`config.mk`:
```
export PLATFORM = sky130hd
export DESIGN_NAME = processor_regfile
export DESIGN_NICKNAME = d
export VERILOG_FILES = /design/src/rtl/processor_pkg.sv /design/src/rtl/processor_regfile_dump.sv /design/src/rtl/processor_regfile.sv
export SDC_FILE = /design/constraint.sdc
export NUM_CORES = 1
export LEC_CHECK = 0
export CORE_MARGIN = 2
export CORE_UTILIZATION = 54
export DETAILED_ROUTE_END_ITERATION = 16
export PLACE_DENSITY = 0.75
export SLEW_MARGIN = 20
export SYNTH_ARGS = -nofsm -noshare
export SYNTH_HDL_FRONTEND = slang
export SYNTH_SLANG_ARGS = --single-unit
```
`constraint.sdc`:
```
create_clock -name clock -period 7.5 [get_ports clock]
set_input_delay 1.5 -clock clock [delete_from_list [all_inputs] [get_ports clock]]
set_output_delay 1.5 -clock clock [all_outputs]
set_load 0.02 [all_outputs]
```
`src/rtl/processor_pkg.sv`:
```
// Shared types and constants for the processor register file and its dump streamer.
package processor_pkg;

   localparam int unsigned REG_ADDR_WIDTH = 3;
   localparam int unsigned REG_COUNT      = 8;

   typedef enum logic [1:0] {
      DUMP_IDLE,
      DUMP_SEND,
      DUMP_DONE
   } regfile_dump_state_t;

endpackage

```
`src/rtl/processor_regfile_dump.sv`:
```
// Debug dump streamer: walks every register over a valid/ready handshake, then pulses done.
module processor_regfile_dump
   import processor_pkg::*;
#(
   parameter int unsigned WORD_SIZE = 18
) (
   input  logic                      i_clk,
   input  logic                      i_rst_n,
   input  logic                      i_start,
   input  logic                      i_ready,
   output logic [REG_ADDR_WIDTH-1:0] o_rd_addr,
   input  logic [WORD_SIZE-1:0]      i_rd_data,
   output logic                      o_valid,
   output logic [REG_ADDR_WIDTH-1:0] o_addr,
   output logic [WORD_SIZE-1:0]      o_data,
   output logic                      o_done
);

   localparam logic [REG_ADDR_WIDTH-1:0] LastIdx = REG_ADDR_WIDTH'(REG_COUNT - 1);

   regfile_dump_state_t       r_state;
   logic                      r_valid;
   logic                      r_done;
   logic [REG_ADDR_WIDTH-1:0] r_addr;
   logic [WORD_SIZE-1:0]      r_data;
   logic [REG_ADDR_WIDTH-1:0] w_rd_addr;
   logic                      w_accept;

   assign w_accept  = r_valid && i_ready;
   // Element 0 is fetched from IDLE; each later element on the cycle the previous is accepted.
   assign w_rd_addr = (r_state == DUMP_IDLE) ? '0 : r_addr + REG_ADDR_WIDTH'(1);

   always_ff @(posedge i_clk) begin
      if (!i_rst_n) begin
         r_state <= DUMP_IDLE;
         r_valid <= 1'b0;
         r_done  <= 1'b0;
         r_addr  <= '0;
         r_data  <= '0;
      end else begin
         r_done <= 1'b0;
         unique case (r_state)
            DUMP_IDLE: begin
               if (i_start) begin
                  r_state <= DUMP_SEND;
                  r_valid <= 1'b1;
                  r_addr  <= w_rd_addr;
                  r_data  <= i_rd_data;
               end
            end
            DUMP_SEND: begin
               if (w_accept) begin
                  if (r_addr == LastIdx) begin
                     r_state <= DUMP_DONE;
                     r_valid <= 1'b0;
                     r_done  <= 1'b1;
                  end else begin
                     r_addr <= w_rd_addr;
                     r_data <= i_rd_data;
                  end
               end
            end
            DUMP_DONE: r_state <= DUMP_IDLE;
            default:   r_state <= DUMP_IDLE;
         endcase
      end
   end

   assign o_rd_addr = w_rd_addr;
   assign o_valid   = r_valid;
   assign o_addr    = r_addr;
   assign o_data    = r_data;
   assign o_done    = r_done;

endmodule

```
`src/rtl/processor_regfile.sv`:
```
// Architectural register file: 8 registers, two bypassed registered read ports, debug dump port.
// Optional macro PROCESSOR_REGFILE_ZERO_REG_EN hardwires register 0 to zero.
module processor_regfile
   import processor_pkg::*;
#(
   parameter int unsigned WORD_SIZE = 18
) (
   input  logic                      clock,
   input  logic                      reset,
   input  logic                      reg_write_enable,
   input  logic [REG_ADDR_WIDTH-1:0] reg_write_addr,
   input  logic [WORD_SIZE-1:0]      reg_write_data,
   input  logic [REG_ADDR_WIDTH-1:0] read_addr0,
   input  logic [REG_ADDR_WIDTH-1:0] read_addr1,
   output logic [WORD_SIZE-1:0]      read_data0,
   output logic [WORD_SIZE-1:0]      read_data1,
   input  logic                      dump_start,
   output logic                      dump_valid,
   input  logic                      dump_ready,
   output logic [REG_ADDR_WIDTH-1:0] dump_addr,
   output logic [WORD_SIZE-1:0]      dump_data,
   output logic                      dump_done
);

   logic [WORD_SIZE-1:0]      r_regs [REG_COUNT];
   logic [WORD_SIZE-1:0]      r_read_data0;
   logic [WORD_SIZE-1:0]      r_read_data1;
   logic                      w_wr_en;
   logic [WORD_SIZE-1:0]      w_rd0;
   logic [WORD_SIZE-1:0]      w_rd1;
   logic [REG_ADDR_WIDTH-1:0] w_dump_rd_addr;
   logic [WORD_SIZE-1:0]      w_dump_rd_data;

`ifdef PROCESSOR_REGFILE_ZERO_REG_EN
   // Dropping the write here keeps register 0 at zero and suppresses its bypass everywhere.
   assign w_wr_en = reg_write_enable && (reg_write_addr != '0);
`else
   assign w_wr_en = reg_write_enable;
`endif

   assign w_rd0 = (w_wr_en && (reg_write_addr == read_addr0)) ? reg_write_data
                                                              : r_regs[read_addr0];
   assign w_rd1 = (w_wr_en && (reg_write_addr == read_addr1)) ? reg_write_data
                                                              : r_regs[read_addr1];
   assign w_dump_rd_data = (w_wr_en && (reg_write_addr == w_dump_rd_addr)) ? reg_write_data
                                                                          : r_regs[w_dump_rd_addr];

   always_ff @(posedge clock) begin
      if (!reset) begin
         for (int unsigned i = 0; i < REG_COUNT; i++) begin
            r_regs[i] <= '0;
         end
         r_read_data0 <= '0;
         r_read_data1 <= '0;
      end else begin
         if (w_wr_en) begin
            r_regs[reg_write_addr] <= reg_write_data;
         end
         r_read_data0 <= w_rd0;
         r_read_data1 <= w_rd1;
      end
   end

   assign read_data0 = r_read_data0;
   assign read_data1 = r_read_data1;

   processor_regfile_dump #(
      .WORD_SIZE (WORD_SIZE)
   ) u_dump (
      .i_clk     (clock),
      .i_rst_n   (reset),
      .i_start   (dump_start),
      .i_ready   (dump_ready),
      .o_rd_addr (w_dump_rd_addr),
      .i_rd_data (w_dump_rd_data),
      .o_valid   (dump_valid),
      .o_addr    (dump_addr),
      .o_data    (dump_data),
      .o_done    (dump_done)
   );

endmodule

```
## Word-level counts from Yosys, hierarchy flattened

Memories as Yosys holds them, arrays and structs flattened. A register that Yosys moved wholly into a read port is not among the register bits.
Cells that the tools add are included.

- Bits of input ports: 32
- Flip-flop bits (word level): 25
- Memories: 1
- Bits in writable memories: 144
- Logic and storage cells: 51

Memory list:

| memory | words | width | rd ports | clocked after memory_dff | wr ports | line | source |
|---|---|---|---|---|---|---|---|
| r_regs | 8 | 18 | 3 | 2 | 8 | processor_regfile.sv:25 | `logic [WORD_SIZE-1:0] r_regs [REG_COUNT];` |

- Mux-type cells: 26
- Add/sub/neg operators: 1
- Equality and inequality tests: 7
- Reduce and logical (&&, ||, !) cells: 11

Operator list:

| cell | number |
|---|---|
| two-way mux 18 bit | 5 |
| one-hot mux 18 bit (2 select lines) | 1 |
| OR reduction 18 bit | 1 |
| two-way mux 3 bit | 5 |
| two-way mux 1 bit | 9 |
| AND reduction 4 bit | 2 |
| two-way mux 2 bit | 3 |
| one-hot mux 3 bit (2 select lines) | 1 |
| AND reduction 3 bit | 2 |
| != test 2 x 1 -> 1 bit (second input constant) | 2 |
| != test 2 bit (second input constant) | 2 |
| one-hot mux 2 bit (2 select lines) | 1 |
| adder 3 x 1 -> 3 bit (second input constant) | 1 |
| == test 3 bit | 1 |
| == test 3 bit (second input constant) | 1 |
| == test 2 x 1 -> 1 bit (second input constant) | 1 |
| logical AND 1 bit | 2 |
| logical NOT 1 bit | 2 |
| logical NOT 2 bit | 1 |
| one-hot mux 1 bit (2 select lines) | 1 |
| nonzero test 2 bit | 1 |

## Depth between registers and ports, before layout

Gate-level depths: netlist (run 1).

- Word-level depth: 8
- Mapped depth: 10
- Depth with buffers taken out: 7

## By module

Synthesis (run 1) repeated with hierarchy kept, for this count alone.

- Cells, all modules: 882
- Area total of the unflattened synthesis: 11891.4 um^2

Modules (own cells, without submodules):

| module | cells each | area an instance (um^2) | times used |
|---|---|---|---|
| processor_regfile | 699 | 10456.3 | 1 |
| processor_regfile_dump | 183 | 1435.1 | 1 |

## Worst setup path after synthesis (run 1)

Ideal clock, no wire load.

- Path kind: input port to flip-flop
- Start: in reset
- End: mem r_regs[2][0], enable pin
- Data required time: 7.082 ns
- Stages: 4
- Setup time: 0.418 ns
- Data arrival time: 3.314 ns
- Setup slack: 3.768 ns
- Cells stage by stage: nand2_1 > or2_2 > clkbuf_1 > o21ai_0

RTL lines:

| item | line | source |
|---|---|---|
| start: declaration | processor_regfile.sv:9 | `input logic reset,` |
| end: declaration | processor_regfile.sv:25 |  |

## Final worst setup path (run 1)

- Start: reg u_dump.r_addr[0], in the netlist u_dump.o_addr[0]
- End: reg u_dump.r_data[12], in the netlist u_dump.o_data[12]

- Longest elaborated chain between the ends: 8

Ends and longest elaborated chain:

| item | line | source |
|---|---|---|
| start: declaration | processor_regfile_dump.sv:24 | `logic [REG_ADDR_WIDTH-1:0] r_addr;` |
| start signal: assignment | processor_regfile_dump.sv:47 | `r_addr <= w_rd_addr;` |
| start signal: assignment | processor_regfile_dump.sv:58 | `r_addr <= w_rd_addr;` |
| parallel branches: the longest is 8 deep, another holds memory read (8 x 18 bit) | - |  |
| end signal: assignment | processor_regfile_dump.sv:48 | `r_data <= i_rd_data;` |
| end signal: assignment | processor_regfile_dump.sv:59 | `r_data <= i_rd_data;` |
| end: declaration | processor_regfile_dump.sv:25 | `logic [WORD_SIZE-1:0] r_data;` |

Parallel ways; which one is timed is not known. The select of a mux whose other input is x is not followed.
A chain may end at the register's enable or synchronous reset.

==> reports/qor.yml, run 1 <==
critical_path:
  r2r-end: "u_dump.o_data[12]"
  cpPeakStageDelay_ns: 0.75
  reg2reg_from: "u_dump.o_addr[0]"
  slowest_stage: "a21oi_2"
  worst_ep_arrival_time_ns: 4.48
  path_class: "flip-flop to flip-flop"
  startpoint: "u_dump.o_addr[0]"
  critPathMaxFanout: 46
  required_ns: 7.86
  crit_chain: "buf_4 -> ha_1 -> ha_1 -> buf_4 -> nor2b_1 -> or4_4 -> a21oi_2 -> nand2b_1 -> o21ai_0"
  path_buf_inv: 2
  crit_path_start_kind: "flip-flop"
  reg2reg_setup_slack_ns: 3.38
  crit_path_end_kind: "flip-flop"
  crit_family: "simple AND/OR/NAND/NOR gates"
  reg2reg_depth: 9
sta:
  period_share: 0.549
  rsz0062_at_grt: "false"
  max_freq_ghz: 0.243
  hold_viol: 0
  maxSlewViolCount: 0
  tightest_slew_ns: 1.15
  min_period_ns: 4.12
  finClkSkew_ns: 0.00766
  relSlewSlack: 0.230
  setup_viol: 0
  tns_ns: 0
drt:
  drt_iter0_drc: 1121
  routedWlPerCell_um: 27.6
  num_vias: 8118
  via_per_inst: 6.80
  drtAntennaViolNets: 0
  wirelength_mm: 33.0
  first_pass_iters: 8
  drc: 0
synthesis:
  yosys.area.top_type: "edfxtp_1"
  yosysTopAreaCellShare: 0.393
  syn_area_um2: 11000
  synth_commonest_cells: "and2_1, edfxtp_1, mux4_2, dfxtp_1, o21ai_0"
  synth_edf_count: 144
  ys_types: 40
  syn-num-nets: 894
  synth_async_sr_flop_share: 0
  ys.warnings.count: 0
  seq_area_frac_synth: 0.504
  synthFlopType: "edfxtp_1"
  synthMostInstantiatedCell: "and2_1"
  synth_area_leaders: "edfxtp_1, mux4_2, dfxtp_1, and2_1, mux2_2"
  ys_seq_elements: 205
  netlist_instances: 860
  syn-mean-instance-area_um2: 12.8
worst_hold_path:
  min_path_cells: 2
  holdPathEnd: "u_dump.o_addr[2]"
  holdCritPathClass: "flip-flop to flip-flop"
  hold_start: "u_dump.o_addr[2]"
power_and_ir_drop:
  p_int_uw: 2160
  ir_drop_v: 0.000121
  pwr-share-comb: 0.159
  leakage_uw: 0.00460
  cellPowerDensity_nw_per_um2: 227
  switching_share: 0.258
  p_switching_uw: 751
  clkPwrFrac: 0.376
  pwr-share-seq: 0.464
floorplanning:
  core_um2: 20100
  die_h_um: 147
  die_area_um2: 21500
  start_util: 0.548
  die_w_um: 147
  ios: 91
  core.rowCount: 52
clock_tree:
  clk_pin_slew_worst_paths_ns: 0.06
  ctsResizeCount: 0
  htreeDepth: 1
  clk_path_buf_depth: 3
  cts_tree: "done"
  cts-buffers-inserted: 22
  cts_setup_buffers: 0
  postCtsHoldBufs: 0
  cts_root_buf: "clkbuf_16"
  clock_sink_count: 205
  clock_latency_ns: 0.51
place:
  gp_routability_congestion: 0.823
  dp.cells: 1151
  dp_hpwl_mm: 19.1
  portBuffers: 90
final_layout:
  multi_input_area_um2: 5130
  regArea_um2: 5550
  finalCoreUtilization: 0.636
  fillerInstances: 1447
  fin_cells: 1194
  drive_gt1_frac: 0.204
  finalNetCount: 940
  syn_to_final_growth_pct: 16.1
global_route:
  first_global_vias: 8009
  grt_pass1_wl_mm: 48.9
  antenna_found_initial: 2
  grt_max_degree: 54
  grt_usage: 0.304
  grt_overflow_total: 0
outcome:
  status: "complete, no violations"
flow_run:
  maxCapViolations: 0
==> final cells by class <==
type | instances | share of cell area
clock inverter | 7 | 0.00646
sequential | 205 | 0.434
clock buffer | 33 | 0.0495
multi-input combinational | 564 | 0.401
inverter | 2 | 0.000587
timing repair buffer | 111 | 0.0814
tap | 270 | 0.0264
antenna | 2 | 0.000391
==> state kept, by name (all words and copies together), names as in the netlist <==
signal and flops:
r_regs 144, read_data0 18, read_data1 18, u_dump.o_data 18, u_dump.o_addr 3, u_dump.r_state 2
u_dump.o_done 1, u_dump.o_valid 1
==> power groups by stage <==
stage | Combinational, uW | Clock (uW) | Sequential [uW]
floorplan | 252 | 0 | 1390
global placement | 449 | 0 | 1370
detailed placement | 454 | 0 | 1370
CTS | 456 | 1100 | 1350
global route | 485 | 1140 | 1360
finish | 463 | 1090 | 1350
==> kinds of logic after synthesis <==
kind of cell,Yosys count,synth area share
DFF,205,0.504
adders and majority gates,2,0.00227
and+or+nand+nor,217,0.116
AOI/OAI and AO/OA,194,0.118
xor gates and xnor gates,6,0.00477
buffers and inverters,91,0.0369
muxes,145,0.219
==> worst register-to-register path: stages, from the launching register on <==
cell	delay (ns)
dfxtp_2	0.32
buf_4	0.60
ha_1	0.29
ha_1	0.22
buf_4	0.25
nor2b_1	0.19
or4_4	0.52
a21oi_2	0.76
nand2b_1	0.62
o21ai_0	0.20
==> worst max path at each step <==
| stage | to | slack, ns | cells past startpoint |
|---|---|---|---|
| floorplan | r_regs[2][0] | 3.77 | 4 |
| global placement | u_dump.o_data[8] | 3.19 | 6 |
| detailed placement | u_dump.o_data[14] | 3.01 | 6 |
| CTS | u_dump.o_data[14] | 3.46 | 9 |
| global route | u_dump.o_data[14] | 3.27 | 9 |
| finish | u_dump.o_data[12] | 3.38 | 9 |
==> cells in the final DEF, fill, tap and decap left out, types with 4 or more instances in the layout <==
| cell | instances |
|---|---|
| a32oi_1 | 17 |
| nor2_1 | 4 |
| mux2_2 | 34 |
| a21oi_1 | 38 |
| clkdlybuf4s50_1 | 85 |
| mux2i_1 | 38 |
| nor2b_1 | 6 |
| o21ai_0 | 54 |
| nand2_1 | 26 |
| dfxtp_1 | 60 |
| edfxtp_1 | 144 |
| a21o_1 | 34 |
| nand2b_1 | 9 |
| mux4_2 | 73 |
| nor2_2 | 7 |
| xor2_1 | 6 |
| buf_2 | 5 |
| a222oi_1 | 17 |
| buf_4 | 20 |
| nand3_1 | 4 |
| a221oi_1 | 18 |
| and2_1 | 144 |
| o21ai_2 | 4 |
| clkbuf_16 | 23 |
| clkbuf_1 | 8 |
==> per-stage QoR <==
| stage | worst slack [ns] | power, uW | instance area, um2 | hold slack (ns) |
|---|---|---|---|---|
| after floorplan | 3.77 | 1640 | 11000 | 0.500 |
| after global placement | 3.19 | 1810 | 12000 | 0.493 |
| after global routing | 3.27 | 2980 | 12800 | 0.539 |
| after detailed placement | 3.01 | 1820 | 12000 | 0.502 |
| after CTS | 3.46 | 2900 | 12800 | 0.520 |
| final | 3.38 | 2910 | 12800 | 0.519 |
==> metal layers <==
metal | global-route usage | vias to the layer above | wire, um
met4 | 0.151 | 0 | 1560
met1 | 0.403 | 4000 | 12100
met5 | 0 | - | 0
met3 | 0.0637 | 117 | 4010
li1 | - | 3407 | -
met2 | 0.480 | 594 | 15300
No activity file was read; power rests on OpenSTA's default activity.
==> run 2: changes to the inputs <==
--- a/config.mk
+++ b/config.mk
@@ -6,9 +6,9 @@
 export NUM_CORES = 1
 export LEC_CHECK = 0
 export CORE_MARGIN = 2
-export CORE_UTILIZATION = 54
+export CORE_UTILIZATION = 53
 export DETAILED_ROUTE_END_ITERATION = 16
-export PLACE_DENSITY = 0.75
+export PLACE_DENSITY = 0.77
 export SLEW_MARGIN = 20
 export SYNTH_ARGS = -nofsm -noshare
 export SYNTH_HDL_FRONTEND = slang
==> constraint.sdc (replaced) <==
create_clock -name clock -period 3.3 [get_ports clock]
set_input_delay 0.66 -clock clock [delete_from_list [all_inputs] [get_ports clock]]
set_output_delay 0.66 -clock clock [all_outputs]
set_load 0.02 [all_outputs]
==> run 2 against run 1 <==
  * Clock power increased by 140%
  * Non-clock buffer count increased by 36
  * Global-route usage increased by 0.79 points
  * Register-to-register slack got worse by 2.8 ns
  * First-iteration DRC count increased by 11%
  * Via count increased by 1.7%
  * Combinational power increased by 140%
  * Sequential power increased by 130%
  * Design area increased by 2.7%
  * Final cell count increased by 3.0%
  * Utilization increased by 1.1 points
==> reports/qor.yml, run 2 (synthesized netlist as in run 1, its figures left out) <==
sta:
  min_period_ns: 2.79
  tightest_slew_ns: 0.758
  max_freq_ghz: 0.359
  period_share: 0.845
  tns_ns: 0
  rsz0062_at_grt: "false"
  fin_hold_ws_ns: 0.476
  setup_viol: 0
  relSlewSlack: 0.495
  hold_viol: 0
  finClkSkew_ns: 0.00718
  maxSlewViolCount: 0
clock_tree:
  postCtsHoldBufs: 0
  ctsResizeCount: 0
  cts_setup_buffers: 0
  cts_root_buf: "clkbuf_16"
  clock_latency_ns: 0.50
  clk_pin_slew_worst_paths_ns: 0.06
  cts-buffers-inserted: 22
  clk_path_buf_depth: 3
  cts_tree: "done"
  htreeDepth: 1
  clock_sink_count: 205
critical_path:
  critPathMaxFanout: 45
  reg2reg_depth: 7
  path_class: "flip-flop to output port"
  worst_ep_arrival_time_ns: 2.13
  crit_path_end_kind: "output port"
  crit_path_start_kind: "flip-flop"
  required_ns: 2.64
drt:
  wl_met3_mm: 4.07
  wl_met2_mm: 16.7
  drtAntennaViolNets: 0
  drt_iter0_drc: 1249
  top_layer_used: "met4"
  num_vias: 8259
  drc: 0
  routedWlPerCell_um: 27.8
  met1Wirelength_mm: 11.8
  first_pass_iters: 6
  via_per_inst: 6.71
  wirelength_mm: 34.2
final_layout:
  regArea_um2: 5550
  syn_to_final_growth_pct: 19.3
  multi_input_area_um2: 5090
  most-common-layout-cells: "and2_1, edfxtp_1, clkdlybuf4s50_1, mux4_2, dfxtp_1"
  fin_cells: 1230
  final_common_cell: "and2_1"
  fillerInstances: 1519
  finalNetCount: 976
  top_register: "r_regs"
  drive_gt1_frac: 0.231
  largest_register_ffs: 144
  fin_area_um2: 13100
place:
  dp.cells: 1188
  placed_cell_area_um2: 12300
  dp_hpwl_mm: 21.9
  portBuffers: 90
  gp_routability_congestion: 0.857
floorplanning:
  ios: 91
  die_area_um2: 21900
  start_util: 0.542
  core_um2: 20300
  die_w_um: 148
  core.rowCount: 52
  die_h_um: 148
outcome:
  status: "complete, no violations"
global_route:
  grt_usage: 0.312
  antenna_found_initial: 1
  first_global_vias: 8255
  grt_max_degree: 46
  grt_pass1_wl_mm: 50.7
  grt_overflow_total: 0
power_and_ir_drop:
  finalPower_uw: 6800
  cellPowerDensity_nw_per_um2: 518
  leakage_uw: 0.00484
  ir_drop_v: 0.000284
worst_hold_path:
  holdCritPathClass: "flip-flop to flip-flop"
  min_path_cells: 2
flow_run:
  maxCapViolations: 0
run 2: report_power, final:
| group | switching, uW | leakage [uW] | internal (uW) | total [uW] |
|---|---|---|---|---|
| clock network | 993 | 0.000388 | 1650 | 2640 |
| registers | 128 | 0.00189 | 2940 | 3070 |
| logic | 581 | 0.00257 | 511 | 1090 |
run 2: per-stage QoR:
| step | worst slack [ns] | util |
|---|---|---|
| floorplan | 0.408 | - |
| global placement | 0.310 | 0.608 |
| detailed placement | 0.241 | 0.608 |
| CTS | 0.517 | 0.647 |
| global route | 0.455 | 0.647 |
| finish | 0.512 | 0.647 |
run 2: worst max-delay path: stages (launching register included):
cell and delay [ns]:
dfxtp_2 0.32, buf_4 0.57, clkdlybuf4s50_1 0.73
run 2: final cells by class:
type,count,share of cell area
antenna,2,0.000381
clock buffer,29,0.0478
clock inverter,11,0.0116
inverter,2,0.000572
multi-input combinational,564,0.387
sequential,205,0.422
tap,270,0.0257
timing repair buffer,147,0.104
run 2: metal layers:
layer | global-route usage | vias up
met4 | 0.152 | 0
met5 | 0 | -
li1 | - | 3481
met1 | 0.390 | 4010
met3 | 0.0678 | 124
met2 | 0.519 | 644
run 2: final timing paths:
path | start | to | slack (ns)
hold / removal | u_dump.o_data[1] | u_dump.o_data[1] | 0.48
setup / recovery | u_dump.o_addr[0] | dump_addr[0] | 0.51
setup reg to reg | u_dump.o_addr[0] | u_dump.o_data[12] | 0.58
hold reg to reg | u_dump.o_data[1] | u_dump.o_data[1] | 0.48
==> run 3: changes to the inputs <==
==> constraint.sdc (replaced) <==
create_clock -name clock -period 2.46 [get_ports clock]
set_input_delay 0.492 -clock clock [delete_from_list [all_inputs] [get_ports clock]]
set_output_delay 0.492 -clock clock [all_outputs]
set_load 0.02 [all_outputs]
==> run 3 against run 2 <==
  * Sequential power rose by 34%
  * Routed wire length is 0.89% lower
  * Count of clock-buffer cells in the layout increased by 1
  * Register-to-register slack worse by 0.48 ns
  * Highest routed layer unchanged
==> reports/qor.yml, run 3 (synthesized netlist as in run 1, its figures left out) <==
critical_path:
  crit_family: "buffers and inverters"
  required_ns: 1.97
  crit_path_start_kind: "flip-flop"
  cpPeakStageDelay_ns: 0.69
  crit_chain: "buf_8 -> clkdlybuf4s50_1"
  crit_path_end_kind: "output port"
  slowest_stage: "clkdlybuf4s50_1"
  path_buf_inv: 2
  path_class: "flip-flop to output port"
  critPathMaxFanout: 45
  worst_ep_arrival_time_ns: 1.92
outcome:
  status: "complete, no violations"
final_layout:
  drive_gt1_frac: 0.239
  finalNetCount: 990
  antenna_cells: 0
  fin_area_um2: 13300
  syn_to_final_growth_pct: 20.5
  most-common-layout-cells: "and2_1, edfxtp_1, clkdlybuf4s50_1, mux4_2, dfxtp_1"
  fillerInstances: 1449
  final_common_cell: "and2_1"
  top_register: "r_regs"
  finalCoreUtilization: 0.653
  largest_register_ffs: 144
global_route:
  antenna_found_initial: 0
  grt_overflow_total: 0
  grt_pass1_wl_mm: 50.4
  grt_usage: 0.308
  grt_max_degree: 52
  first_global_vias: 8254
clock_tree:
  clock_latency_ns: 0.51
  clk_pin_slew_worst_paths_ns: 0.06
  clk_path_buf_depth: 3
  htreeDepth: 1
  cts_root_buf: "clkbuf_16"
  cts-buffers-inserted: 21
  cts_tree: "done"
  clock_sink_count: 205
  postCtsHoldBufs: 0
place:
  gp_routability_congestion: 0.885
  portBuffers: 90
  post-place-ws_ns: -0.0711
  dp_hpwl_mm: 21.7
  placed_cell_area_um2: 12600
sta:
  maxSlewViolCount: 0
  finClkSkew_ns: 0.0148
  period_share: 0.979
  min_period_ns: 2.41
  setup_ws_ns: 0.0523
  max_freq_ghz: 0.415
  tns_ns: 0
  rsz0062_at_grt: "false"
  relSlewSlack: 0.615
  setup_viol: 0
  tightest_slew_ns: 0.578
  hold_viol: 0
floorplanning:
  core.rowCount: 52
  die_w_um: 148
  core_um2: 20300
  die_area_um2: 21900
  start_util: 0.542
  die_h_um: 148
  ios: 91
power_and_ir_drop:
  pwr-share-seq: 0.464
  clkPwrFrac: 0.366
  p_switching_uw: 2270
  switching_share: 0.256
  p_int_uw: 6600
  cellPowerDensity_nw_per_um2: 669
  pwr-share-comb: 0.169
  ir_drop_v: 0.000282
  finalPower_uw: 8870
  leakage_uw: 0.00489
drt:
  drc: 0
  first_pass_iters: 6
  drt_iter0_drc: 1132
  routedWlPerCell_um: 27.3
  wirelength_mm: 33.9
  drtAntennaViolNets: 0
  via_per_inst: 6.69
  num_vias: 8297
worst_hold_path:
  holdCritPathClass: "flip-flop to flip-flop"
flow_run:
  maxCapViolations: 0
==> run 3: cell types whose count changed in the layout (fill, tap and decap cells not counted), sizes merged <==
cell / previous run / this run
clkinvlp: 0 / 1
clkbuf: 29 / 30
diode: 2 / 0
buf: 62 / 77
bufinv: 4 / 2
clkinv: 7 / 4
==> run 3: worst register-to-register path, delay by kind of cell, from the launching register on <==
| kind | cells | cell delay, ns |
|---|---|---|
| and+or+nand+nor | 3 | 0.89 |
| adders and majority gates | 2 | 0.55 |
| DFF | 1 | 0.33 |
| AOI/OAI and AO/OA | 2 | 0.29 |
| buffers and inverters | 1 | 0.15 |
==> run 3: path summary, 6_finish.rpt <==
check,startpoint,endpoint,slack (ns),cells past startpoint
worst min-delay path,u_dump.o_data[2],u_dump.o_data[2],0.47,2
worst min register to register,u_dump.o_data[2],u_dump.o_data[2],0.47,2
worst max register to register,u_dump.o_addr[0],u_dump.o_data[10],0.10,8
worst max-delay path,u_dump.o_addr[0],dump_addr[0],0.05,2
==> run 3: cell type report <==
| type | count | area [um2] | share of cell area |
|---|---|---|---|
| flip-flops and latches | 205 | 5550 | 0.418 |
| well taps | 270 | 338 | 0.0255 |
| repair buffers | 162 | 1590 | 0.120 |
| clock buffers | 30 | 611 | 0.0460 |
| clock inverters | 7 | 87.6 | 0.00661 |
| multi-input cells | 564 | 5080 | 0.383 |
| inverters | 2 | 7.51 | 0.000566 |
==> run 3: per-stage QoR <==
step / cells / hold WS, ns
floorplan: 860 / 0.500
global placement: 1203 / 0.461
detailed placement: 1203 / 0.463
CTS: 1240 / 0.476
global route: 1240 / 0.504
finish: 1240 / 0.473
==> run 3: repair_timing <==
item                                    in CTS  in global routing
endpoints found under the setup margin       1                  0
gates resized for setup                      2                  0
setup buffers                                0                  0
==> run 3: routing by layer <==
layer  global-route usage  part of all wire  vias to the layer above
li1                     -                 -                     3493
met1                0.397              0.36                     4073
met2                0.495              0.48                      602
met3               0.0709              0.12                      129
met4                0.151             0.052                        0
met5                    0                 0                        -
==> run 3: power by group through the flow <==
stage,Combinational [uW],Clock (uW),Sequential [uW]
floorplan,769,0,4230
global placement,1460,0,4160
detailed placement,1470,0,4180
CTS,1490,3270,4110
global route,1570,3390,4140
finish,1500,3250,4120
